===== config.mk =====
export PLATFORM = sky130hd
export DESIGN_NAME = tdm_frame_scheduler
export DESIGN_NICKNAME = d
export VERILOG_FILES = /design/src/rtl/tdm_frame_scheduler_pkg.sv /design/src/rtl/tdm_chan_stage.sv /design/src/rtl/tdm_frame_scheduler.sv
export SDC_FILE = /design/constraint.sdc
export NUM_CORES = 1
export LEC_CHECK = 0
export ABC_AREA = 1
export CORE_MARGIN = 1
export CORE_UTILIZATION = 56
export CTS_BUF_LIST = sky130_fd_sc_hd__clkbuf_4
export DETAILED_ROUTE_END_ITERATION = 16
export MAX_ROUTING_LAYER = met4
export PLACE_DENSITY = 0.95
export SYNTH_ARGS = -nofsm -noshare
export SYNTH_HDL_FRONTEND = slang
export SYNTH_SLANG_ARGS = --single-unit

===== constraint.sdc =====
create_clock -name clk -period 4.2 [get_ports clk]
set_clock_uncertainty 0.1 [all_clocks]
set_input_delay 0.84 -clock clk [delete_from_list [all_inputs] [get_ports clk]]
set_output_delay 0.84 -clock clk [all_outputs]
set_load 0.02 [all_outputs]

===== src/rtl/tdm_frame_scheduler_pkg.sv =====
// tdm_pkg: shared widths, channel count and FSM states for the TDM frame scheduler.
package tdm_pkg;
  localparam int NUM_CH = 3;
  localparam int CH_W = 8;
  localparam logic [CH_W-1:0] DEF_IDLE_BYTE = 8'h00;
  typedef enum logic {WAIT_SYNC, RUN} state_e;
endpackage


===== src/rtl/tdm_chan_stage.sv =====
// tdm_chan_stage: one-deep staging register with full flag for a single TDM channel.
module tdm_chan_stage
  import tdm_pkg::*;
(
  input  logic            clk,
  input  logic            rst,
  input  logic            en_i,
  input  logic            flush_i,
  input  logic            xfer_i,
  input  logic            valid_i,
  input  logic [CH_W-1:0] data_i,
  output logic            ready_o,
  output logic            full_o,
  output logic [CH_W-1:0] stage_o
);
  logic            full_q, full_d, accept;
  logic [CH_W-1:0] stage_q, stage_d;
  assign ready_o = en_i & ~full_q;
  assign accept  = valid_i & ready_o;
  assign full_o  = full_q;
  assign stage_o = stage_q;
  // An accept coinciding with a transfer only happens when empty, so the new byte stays staged.
  always_comb begin
    full_d  = flush_i ? 1'b0 : accept ? 1'b1 : xfer_i ? 1'b0 : full_q;
    stage_d = accept ? data_i : stage_q;
  end
  always_ff @(posedge clk or posedge rst) begin
    if (rst) begin
      full_q  <= 1'b0;
      stage_q <= '0;
    end else begin
      full_q  <= full_d;
      stage_q <= stage_d;
    end
  end
endmodule


===== src/rtl/tdm_frame_scheduler.sv =====
// tdm_frame_scheduler: locks to encoder frame syncs and schedules three staged
// channel bytes into the encoder slots once per frame, with lock watchdog.
module tdm_frame_scheduler
  import tdm_pkg::*;
#(
  parameter logic [CH_W-1:0] IDLE_BYTE    = DEF_IDLE_BYTE,
  parameter int              SYNC_TIMEOUT = 64
) (
  input  logic              clk,
  input  logic              rst,
  input  logic [NUM_CH-1:0] ch_en,
  input  logic [CH_W-1:0]   ch1_data,
  input  logic              ch1_valid,
  output logic              ch1_ready,
  input  logic [CH_W-1:0]   ch2_data,
  input  logic              ch2_valid,
  output logic              ch2_ready,
  input  logic [CH_W-1:0]   ch3_data,
  input  logic              ch3_valid,
  output logic              ch3_ready,
  input  logic              sync_pulse,
  output logic [CH_W-1:0]   enc_ch1,
  output logic [CH_W-1:0]   enc_ch2,
  output logic [CH_W-1:0]   enc_ch3,
  output logic [NUM_CH-1:0] slot_fresh,
  output logic              locked,
  output logic [7:0]        frame_count,
  output logic [7:0]        underrun_count
);
  localparam int WD_W = SYNC_TIMEOUT > 1 ? $clog2(SYNC_TIMEOUT) : 1;
  state_e                        state_q, state_d;
  logic [WD_W-1:0]               wd_q, wd_d;
  logic [7:0]                    frame_q, frame_d, und_q, und_d;
  logic [NUM_CH-1:0][CH_W-1:0]   enc_q, enc_d, data, stage;
  logic [NUM_CH-1:0]             fresh_q, fresh_d, full, ready, valid, flush;
  logic                          run, sync_run, timeout;
  assign run      = state_q == RUN;
  assign sync_run = run & sync_pulse;
  assign timeout  = run & ~sync_pulse & (wd_q == WD_W'(SYNC_TIMEOUT - 1));
  assign valid    = {ch3_valid, ch2_valid, ch1_valid};
  assign data     = {ch3_data, ch2_data, ch1_data};
  // Losing lock drops staged bytes; disabled channels never hold data.
  assign flush    = ~ch_en | {NUM_CH{timeout}};
  genvar i;
  generate
    for (i = 0; i < NUM_CH; i++) begin : g_ch
      tdm_chan_stage u_stage (
        .clk    (clk),
        .rst    (rst),
        .en_i   (run & ch_en[i]),
        .flush_i(flush[i]),
        .xfer_i (sync_run),
        .valid_i(valid[i]),
        .data_i (data[i]),
        .ready_o(ready[i]),
        .full_o (full[i]),
        .stage_o(stage[i])
      );
    end
  endgenerate
  always_comb begin
    state_d = run ? (timeout ? WAIT_SYNC : RUN) : (sync_pulse ? RUN : WAIT_SYNC);
    wd_d    = (sync_pulse | ~run) ? '0 : wd_q + WD_W'(1);
    frame_d = sync_pulse ? (run ? frame_q + 8'd1 : 8'd0) : frame_q;
    und_d   = (sync_run & |(ch_en & ~full) & (und_q != 8'hFF)) ? und_q + 8'd1 : und_q;
    fresh_d = timeout ? '0 : sync_run ? (ch_en & full) : fresh_q;
    for (int n = 0; n < NUM_CH; n++)
      enc_d[n] = timeout ? IDLE_BYTE :
                 sync_run ? ((ch_en[n] & full[n]) ? stage[n] : IDLE_BYTE) : enc_q[n];
  end
  always_ff @(posedge clk or posedge rst) begin
    if (rst) begin
      state_q <= WAIT_SYNC;
      wd_q    <= '0;
      frame_q <= '0;
      und_q   <= '0;
      fresh_q <= '0;
      enc_q   <= {NUM_CH{IDLE_BYTE}};
    end else begin
      state_q <= state_d;
      wd_q    <= wd_d;
      frame_q <= frame_d;
      und_q   <= und_d;
      fresh_q <= fresh_d;
      enc_q   <= enc_d;
    end
  end
  assign enc_ch1        = enc_q[0];
  assign enc_ch2        = enc_q[1];
  assign enc_ch3        = enc_q[2];
  assign slot_fresh     = fresh_q;
  assign locked         = run;
  assign frame_count    = frame_q;
  assign underrun_count = und_q;
  assign ch1_ready      = ready[0];
  assign ch2_ready      = ready[1];
  assign ch3_ready      = ready[2];
endmodule


==> impl_metrics.py, run 1 <==
metrics = {
    "worst_setup_path": {
        "startpoint": "ch_en[1]",
        "critical_path_class": "input port to primary output",
        "end_kind": "primary output",
        "path_max_fanout": 9,
        "r2r-start": "locked",
        "arrival_ps": 2390,
        "required_ps": 3260,
        "cp-start-kind": "input port",
    },
    "pwr": {
        "p_comb_share_pct": 24.6,
        "netSwitchingPower_mw": 0.5894,
        "power_frac_seq_pct": 49.2,
        "p_clk_share_pct": 26.2,
        "p_int_mw": 1.305,
        "power_density_nw_per_um2": 427.2,
        "vdd_ir_drop_max_mv": 0.2881,
        "power_leakage_nw": 2.288,
        "p_sw_share_pct": 31.12,
    },
    "clock_network": {
        "path_clk_slew_ps": 120,
        "cts_resized": 0,
        "clkSinkCount": 77,
        "clk_latency_ps": 410,
        "cts_tree": "yes",
        "cts_setup_buffers": 0,
        "root_buffer": "clkbuf_4",
        "htreeDepth": 3,
        "cts_buffers": 9,
        "clockBufferDepth": 2,
        "hold_buffers": 0,
    },
    "synth": {
        "synthesis.area_sq_um": 3447,
        "synth-seq-cells": 77,
        "yosys_warnings": 0,
        "synth.distinct_cells": 29,
        "post_synth.cell_area_avg_sq_um": 8.727,
        "synth-seq-area-share_pct": 55.90,
        "syn_inst": 395,
        "synth_nets": 431,
    },
    "floorplanning": {
        "dieArea_sq_um": 6473,
        "coreArea_sq_um": 5921,
        "row_count": 28,
        "ios": 80,
        "die_h_um": 80.46,
        "die_w_um": 80.46,
        "start_util_pct": 58.22,
    },
    "final_layout": {
        "nets": 513,
        "final_util_pct": 74.89,
        "final_common_cell": "nand2_1",
        "drive_gt1_share_pct": 6.639,
        "area_delta_synth_final_pct": 28.64,
        "layout_common_cells": "nand2_1, clkdlybuf4s50_1, dfrtp_1",
    },
    "drt": {
        "routed_wl_um": 7667,
        "vias_per_cell": 5.312,
        "ant_nets": 0,
        "route.detailed.drc": 0,
        "dr.pass1.iters": 5,
        "wire_per_inst_um": 13.74,
        "vias": 2964,
        "drtIter0Drc": 244,
    },
    "timing": {
        "slew-limit-headroom_pct": 38.90,
        "final.setup.tns_ps": 0,
        "setup_viol": 0,
        "tightest_slew_ps": 916.4,
        "finalWorstSetupSlack_ps": 869.8,
        "finalCritPeriodShare_pct": 79.29,
        "slew_violations": 0,
        "clock.fmax_mhz": 300.3,
        "period_needed_ps": 3330,
        "rsz0062_at_grt": "no",
        "finalHoldViolCount": 0,
    },
    "global_route": {
        "grt_max_degree": 78,
        "grt_overflow": 0,
        "grt_pass1_vias": 2832,
        "antenna_found_initial": 1,
        "grt_pass1_wl_um": 12560,
        "grt_use_total_pct": 26.97,
    },
    "place": {
        "hpwl_um": 5457,
        "io_buffers": 79,
        "post-place-ws_ps": 910.8,
        "place.gp.congestion": 0.8295,
    },
    "min_path": {
        "worstHoldStart": "g_ch[1].u_stage.stage_o[4]",
        "hold_path.class": "flip-flop to flip-flop",
    },
    "outcome": {
        "outcome": "finished, final reports clean",
    },
    "flow_run": {
        "drv_cap": 0,
    },
}
Yosys cell counts:
library cell  count  area [sq um]
nor2_1           27         101.4
nand3b_1          1         7.510
inv_4             1         6.260
buf_4             1         7.510
nand2_2           1         6.260
inv_2             1         3.750
nor3_1            2         10.01
nand2_4           2         22.52
nor2_4            2         22.52
nand4_4           1         21.27
o21ai_1           1         5.000
dfrtp_1          77          1927
a21oi_1          14         70.07
nor2_8            3         60.06
nand3_1          55         275.3
nand2_1         135         506.7
inv_1            34         127.6
buf_1             2         7.510
buf_2             1         5.000
xor2_1            2         17.52
a22o_1            1         8.760
nand4_1           6         37.54
xnor2_1           2         17.52
ha_1              3         37.54
o21ai_0          11         55.05
clkbuf_1          2         7.510
nor3b_1           1         7.510
nand3_2           2         20.02
buf_6             4         45.04
power groups by stage:
stage               Combinational [mW]  Sequential, mW  Clock (mW)
finish                           0.466           0.932       0.496
detailed placement               0.467           0.947           0
global placement                 0.449           0.939           0
CTS                              0.471           0.932       0.503
floorplan                        0.195            1.00           0
global route                     0.516           0.946       0.536
metal layers:
layer  vias to the layer above  global-route usage, %  part of all wire, %
met5                         -                      -                    0
met3                        16                  4.659                  5.4
li1                       1432                      -                    -
met1                      1405                  31.62                   40
met4                         0                  15.71                  2.5
met2                       111                  43.73                   52
per-stage QoR:
| stage | instances | hold slack (ps) | cell area, sq um | power, mW |
|---|---|---|---|---|
| floorplan | 395 | 330.6 | 3447 | 1.197 |
| global placement | 541 | 343.8 | 4274 | 1.388 |
| detailed placement | 541 | 358.8 | 4274 | 1.414 |
| CTS | 557 | 381.8 | 4432 | 1.905 |
| global route | 558 | 400.5 | 4434 | 1.999 |
| finish | 558 | 381.8 | 4434 | 1.894 |
kinds of logic after synthesis:
kind of cell             share of synthesized area (%)
AO/OA/AOI/OAI                                    4.029
buffers and inverters                            6.098
flip-flops                                       55.90
AND/OR/NAND/NOR                                  31.87
XOR/XNOR                                         1.017
adder cells (fa/ha/maj)                          1.089
sequential cells by signal, indices dropped and copies added (netlist names):
signal / flops
slot_fresh: 3
enc_ch1: 8
g_ch.u_stage.stage_o: 24
wd_q: 6
locked: 1
underrun_count: 8
frame_count: 8
enc_ch2: 8
enc_ch3: 8
g_ch.u_stage.full_o: 3
area by class of cell:
cell class,count,area (sq um)
fillers,407,1486
diodes,1,2.502
repair buffers,81,805.8
well taps,75,93.84
inverters,36,137.6
clock buffers,11,82.58
multi-input cells,272,1310
flip-flops and latches,77,1927
clock inverters,5,75.07
critical path: stages:
cell and delay, ps:
clkdlybuf4s50_1 510, nand2_1 130, nor2_4 240, clkdlybuf4s50_1 660
final timing paths:
kind | cells after the start | endpoint | slack [ps]
max in group asynchronous | 3 | enc_ch1[0] | 2490
min reg2reg | 2 | enc_ch2[4] | 380
min | 2 | enc_ch2[4] | 380
max reg2reg | 5 | enc_ch1[4] | 2310
min in group asynchronous | 3 | underrun_count[3] | 910
max | 4 | ch2_ready | 870
No activity file was read; power rests on OpenSTA's default activity.
==> run 2, diff against run 1 <==
--- a/config.mk
+++ b/config.mk
@@ -7,11 +7,11 @@
 export LEC_CHECK = 0
 export ABC_AREA = 1
 export CORE_MARGIN = 1
-export CORE_UTILIZATION = 56
+export CORE_UTILIZATION = 52
 export CTS_BUF_LIST = sky130_fd_sc_hd__clkbuf_4
 export DETAILED_ROUTE_END_ITERATION = 16
 export MAX_ROUTING_LAYER = met4
-export PLACE_DENSITY = 0.95
+export PLACE_DENSITY = 0.93
 export SYNTH_ARGS = -nofsm -noshare
 export SYNTH_HDL_FRONTEND = slang
 export SYNTH_SLANG_ARGS = --single-unit
==> constraint.sdc (replaced) <==
create_clock -name clk -period 3.4 [get_ports clk]
set_clock_uncertainty 0.1 [all_clocks]
set_input_delay 0.68 -clock clk [delete_from_list [all_inputs] [get_ports clk]]
set_output_delay 0.68 -clock clk [all_outputs]
set_load 0.02 [all_outputs]
==> run 2 against run 1 <==
Net effect:
- sequential power up 24%
- clock power shrank 5.0%
- sequential share of layout area grew 0.30 points
- non-clock buffer count up 1
- global-route usage down 1.2 points
- first-iteration DRC count decreased by 22%
- utilization decreased by 5.9 points
- critical path depth unchanged
- power is 16% higher
- wire length up 2.9%
- design area shrank 0.68%
- worst setup slack got worse by 460 ps
- critical endpoint unchanged
- largest cell class unchanged
==> impl_metrics.py, run 2 (synthesis gave the netlist of run 1 again) <==
metrics = {
    "outcome": {
        "outcome": "finished, final reports clean",
    },
    "final_layout": {
        "multiInputGateArea_sq_um": 1310,
        "area_delta_synth_final_pct": 27.77,
        "diodes": 0,
        "layout_common_cells": "nand2_1, clkdlybuf4s50_1, dfrtp_1",
        "nets": 514,
        "drive_gt1_share_pct": 6.432,
        "largest_reg_flops": 24,
        "fillerInstances": 508,
        "instances_no_fill": 559,
        "final_common_cell": "nand2_1",
        "ff_latch_area_sq_um": 1927,
    },
    "pwr": {
        "p_sw_share_pct": 34.36,
        "p_comb_share_pct": 26.2,
        "power_leakage_nw": 2.259,
        "netSwitchingPower_mw": 0.7572,
        "p_int_mw": 1.447,
        "power_mw": 2.204,
        "power_frac_seq_pct": 52.4,
        "vdd_ir_drop_max_mv": 0.4294,
        "p_clk_share_pct": 21.4,
        "power_density_nw_per_um2": 500.4,
    },
    "floorplanning": {
        "die_w_um": 83.42,
        "die_h_um": 83.42,
        "start_util_pct": 53.98,
        "row_count": 29,
        "dieArea_sq_um": 6959,
        "ios": 80,
        "coreArea_sq_um": 6386,
    },
    "worst_setup_path": {
        "arrival_ps": 2210,
        "critical_path_class": "input port to primary output",
        "crit_path_top_delay_cell": "clkdlybuf4s50_1",
        "r2r-end": "underrun_count[4]",
        "crit_top_cell": "clkdlybuf4s50_1",
        "path_depth": 4,
        "critical_path.top_delay_family": "buffers and inverters",
        "cpPeakStageDelay_ps": 650,
        "cp_cell_sequence": "clkdlybuf4s50_1 -> nand2_1 -> nor2_4 -> clkdlybuf4s50_1",
        "rrSetupSlack_ps": 1500,
        "required_ps": 2620,
        "startpoint": "ch_en[1]",
        "r2r-start": "locked",
        "cp_num_buf_inv": 2,
        "r2r_cells": 6,
        "end_kind": "primary output",
        "path_max_fanout": 9,
        "endpoint": "ch2_ready",
        "cp-start-kind": "input port",
    },
    "timing": {
        "tightest_slew_ps": 647.9,
        "timing.hold.ws_ps": 373.8,
        "period_needed_ps": 2985,
        "finalHoldViolCount": 0,
        "finalCritPeriodShare_pct": 87.80,
        "rsz0062_at_grt": "no",
        "setup_viol": 0,
        "final.setup.tns_ps": 0,
        "slew_violations": 0,
        "clock.fmax_mhz": 335.0,
        "slew-limit-headroom_pct": 56.74,
    },
    "clock_network": {
        "cts_setup_buffers": 0,
        "root_buffer": "clkbuf_4",
        "cts_resized": 0,
        "clk_latency_ps": 430,
        "hold_buffers": 0,
        "path_clk_slew_ps": 110,
        "cts_buffers": 9,
        "htreeDepth": 3,
        "cts_tree": "yes",
        "clkSinkCount": 77,
        "clockBufferDepth": 2,
    },
    "drt": {
        "wire_per_inst_um": 14.11,
        "routed_wl_um": 7887,
        "drtIter0Drc": 191,
        "route.detailed.drc": 0,
        "dr.pass1.iters": 5,
        "vias_per_cell": 5.354,
        "vias": 2993,
        "ant_nets": 0,
    },
    "global_route": {
        "antenna_found_initial": 0,
        "grt_use_met3_pct": 5.567,
        "busiest_layer": "met2",
        "grt_max_degree": 48,
        "grt_pass1_vias": 3031,
        "met1_usage_pct": 31.40,
        "use_met2_pct": 41.43,
        "grt_use_total_pct": 25.75,
        "grt_overflow": 0,
        "grt_pass1_wl_um": 13720,
    },
    "place": {
        "hpwl_um": 5735,
        "dp_cells": 544,
        "place.gp.congestion": 0.8381,
        "io_buffers": 79,
    },
    "min_path": {
        "hold_path.class": "flip-flop to flip-flop",
    },
    "flow_run": {
        "drv_cap": 0,
    },
}
-- run 2: cell types whose count changed in the layout (fill, tap and decap cells not counted) --
cell | previous run | this run
diode_2 | 1 | 0
bufinv_16 | 2 | 0
clkbuf_4 | 11 | 9
clkinvlp_4 | 0 | 3
clkinv_2 | 3 | 1
clkinv_1 | 0 | 1
inv_6 | 0 | 1
buf_12 | 0 | 1
-- run 2: worst min path at each step --
| stage | start | to | slack (ps) | cells after the start |
|---|---|---|---|---|
| global route | wd_q[0] | wd_q[0] | 400 | 1 |
| detailed placement | wd_q[0] | wd_q[0] | 350 | 1 |
| global placement | wd_q[0] | wd_q[0] | 340 | 1 |
| CTS | wd_q[0] | wd_q[0] | 370 | 1 |
| floorplan | wd_q[0] | wd_q[0] | 330 | 1 |
| finish | wd_q[0] | wd_q[0] | 370 | 1 |
-- run 2: area by class of cell --
cell class                 count  share of cell area (%)
multi-input combinational    272                   29.74
tap                           77                   2.188
inverter                      36                   3.125
clock buffer                   9                   1.534
timing repair buffer          82                   18.75
clock inverter                 6                  0.9091
sequential                    77                   43.75
-- run 2: power groups by stage --
stage / registers, mW / clock network (mW) / logic (mW)
6_report: 1.16 / 0.471 / 0.577
5_1_grt: 1.17 / 0.521 / 0.639
4_1_cts: 1.15 / 0.474 / 0.581
3_5_place_dp: 1.17 / 0 / 0.579
3_3_place_gp: 1.16 / 0 / 0.557
2_1_floorplan: 1.24 / 0 / 0.241
-- run 2: layer usage --
metal	wire length, um	vias up
li1	-	1423
met1	3273	1456
met2	4049	96
met3	369	18
met4	195	0
met5	0	-
-- run 2: per-stage QoR --
stage	cell area (sq um)	utilization [%]	setup slack, ps
finish	4404	68.97	414.7
global route	4404	68.97	338.5
CTS	4404	68.97	414.8
detailed placement	4297	67.28	437.0
global placement	4297	67.28	461.5
floorplan	3447	-	653.3
==> run 3, diff against run 2 <==
--- a/config.mk
+++ b/config.mk
@@ -6,12 +6,13 @@
 export NUM_CORES = 1
 export LEC_CHECK = 0
 export ABC_AREA = 1
+export CAP_MARGIN = 20
 export CORE_MARGIN = 1
-export CORE_UTILIZATION = 52
+export CORE_UTILIZATION = 40
 export CTS_BUF_LIST = sky130_fd_sc_hd__clkbuf_4
 export DETAILED_ROUTE_END_ITERATION = 16
 export MAX_ROUTING_LAYER = met4
-export PLACE_DENSITY = 0.93
+export PLACE_DENSITY = 0.76
 export SYNTH_ARGS = -nofsm -noshare
 export SYNTH_HDL_FRONTEND = slang
 export SYNTH_SLANG_ARGS = --single-unit
==> run 3 against run 2 <==
Net effect:
- global-route usage fell by 6.6 points
- combinational power shrank 0.9%
- first-iteration DRC count grew 32%
- largest power group unchanged
- non-clock buffer count rose by 1
- utilization decreased by 15 points
- worst hold slack improved by 0.83 ps
- maximum frequency is 0.69% higher
- worst setup slack better by 20 ps
- sequential share of layout area shrank 0.79 points
- sequential power about the same
==> impl_metrics.py, run 3 (synthesis gave the netlist of run 1 again) <==
metrics = {
    "clock_network": {
        "clk_latency_ps": 430,
        "clkSinkCount": 77,
        "clockBufferDepth": 2,
        "cts_setup_buffers": 0,
        "root_buffer": "clkbuf_4",
        "path_clk_slew_ps": 130,
        "cts_buffers": 9,
        "hold_buffers": 0,
        "cts_tree": "yes",
        "htreeDepth": 3,
        "cts_resized": 0,
    },
    "timing": {
        "finalCritPeriodShare_pct": 87.21,
        "clock.fmax_mhz": 337.3,
        "timing.hold.ws_ps": 374.6,
        "final.setup.tns_ps": 0,
        "tightest_slew_ps": 588.9,
        "slew-limit-headroom_pct": 60.65,
        "period_needed_ps": 2965,
        "finalHoldViolCount": 0,
        "setup_viol": 0,
        "slew_violations": 0,
        "rsz0062_at_grt": "no",
    },
    "final_layout": {
        "fillerInstances": 721,
        "final_common_cell": "nand2_1",
        "area_delta_synth_final_pct": 30.13,
        "drive_gt1_share_pct": 7.025,
        "layout_common_cells": "nand2_1, clkdlybuf4s50_1, dfrtp_1",
        "nets": 515,
        "largest_reg_flops": 24,
        "diodes": 0,
        "instances_no_fill": 589,
    },
    "drt": {
        "route.detailed.drc": 0,
        "dr.pass1.iters": 4,
        "drtIter0Drc": 253,
        "vias": 2919,
        "ant_nets": 0,
        "wire_per_inst_um": 12.92,
        "routed_wl_um": 7611,
        "vias_per_cell": 4.956,
    },
    "min_path": {
        "min_to": "wd_q[0]",
        "min_path_cells": 1,
        "worstHoldStart": "wd_q[0]",
        "hold_path.class": "flip-flop to flip-flop",
    },
    "worst_setup_path": {
        "rrSetupSlack_ps": 1580,
        "r2r_cells": 5,
        "path_depth": 4,
        "path_max_fanout": 9,
        "r2r-start": "locked",
        "startpoint": "ch_en[1]",
        "crit_path_top_delay_cell": "clkdlybuf4s50_1",
        "required_ps": 2620,
        "critical_path_class": "input port to primary output",
        "cpPeakStageDelay_ps": 650,
        "arrival_ps": 2190,
        "critical_path.top_delay_family": "buffers and inverters",
        "cp_num_buf_inv": 2,
        "cp_cell_sequence": "clkdlybuf4s50_1 -> nand2_1 -> nor2_4 -> clkdlybuf4s50_1",
        "crit_top_cell": "clkdlybuf4s50_1",
        "cp-start-kind": "input port",
        "end_kind": "primary output",
        "r2r-end": "g_ch[2].u_stage.full_o",
    },
    "global_route": {
        "grt_use_total_pct": 19.19,
        "grt_pass1_wl_um": 12670,
        "grt_overflow": 0,
        "grt_max_degree": 78,
        "grt_pass1_vias": 2726,
        "antenna_found_initial": 0,
    },
    "floorplanning": {
        "coreArea_sq_um": 8258,
        "die_w_um": 94.83,
        "row_count": 33,
        "ios": 80,
        "dieArea_sq_um": 8993,
        "start_util_pct": 41.74,
        "die_h_um": 94.83,
    },
    "flow_run": {
        "drv_cap": 0,
    },
    "outcome": {
        "outcome": "finished, final reports clean",
    },
    "pwr": {
        "power_density_nw_per_um2": 512.0,
        "power_leakage_nw": 2.284,
        "vdd_ir_drop_max_mv": 0.1823,
    },
    "place": {
        "dp_cells": 573,
        "hpwl_um": 5500,
        "place.gp.congestion": 0.8330,
        "io_buffers": 79,
    },
}
[run 3: routing by layer]
layer  GRT usage [%]  wire length (um)
met1           24.57              3527
met2           29.98              3650
met3           3.221               300
met4           8.460               132
met5               -                 0
[run 3: how the worst max path moves through the flow]
stage                       to  slack (ps)
CTS                  ch2_ready         430
global route         ch2_ready         330
global placement     ch2_ready         450
finish               ch2_ready         430
detailed placement   ch2_ready         440
floorplan           enc_ch1[0]         650
[run 3: power by group]
group	switching, mW	internal (mW)	total [mW]
clock	0.338	0.237	0.575
combinational	0.306	0.266	0.572
sequential	0.114	1.04	1.15
[run 3: stage by stage]
| stage | utilization (%) | power, mW | setup WS (ps) | cell area [sq um] |
|---|---|---|---|---|
| 5_1_grt | 54.32 | 2.441 | 325.3 | 4486 |
| 4_1_cts | 54.32 | 2.318 | 433.8 | 4486 |
| 3_3_place_gp | 52.55 | 1.724 | 451.9 | 4339 |
| 6_report | 54.32 | 2.296 | 435.0 | 4486 |
| 2_1_floorplan | - | 1.478 | 653.3 | 3447 |
| 3_5_place_dp | 52.55 | 1.745 | 441.9 | 4339 |
[run 3: worst reg2reg max path, stage by stage, from the launching register on]
cell	delay [ps]
dfrtp_1	430
buf_4	180
nand2_1	450
buf_4	340
nand2_1	80
a21oi_1	170
[run 3: cell type report]
class	count	area [sq um]	area share, %
clock buffers	10	75.07	1.674
clock inverters	6	71.32	1.590
inverters	36	137.6	3.068
multi-input cells	272	1310	29.21
flip-flops and latches	77	1927	42.96
well taps	105	131.4	2.929
repair buffers	83	833.3	18.58
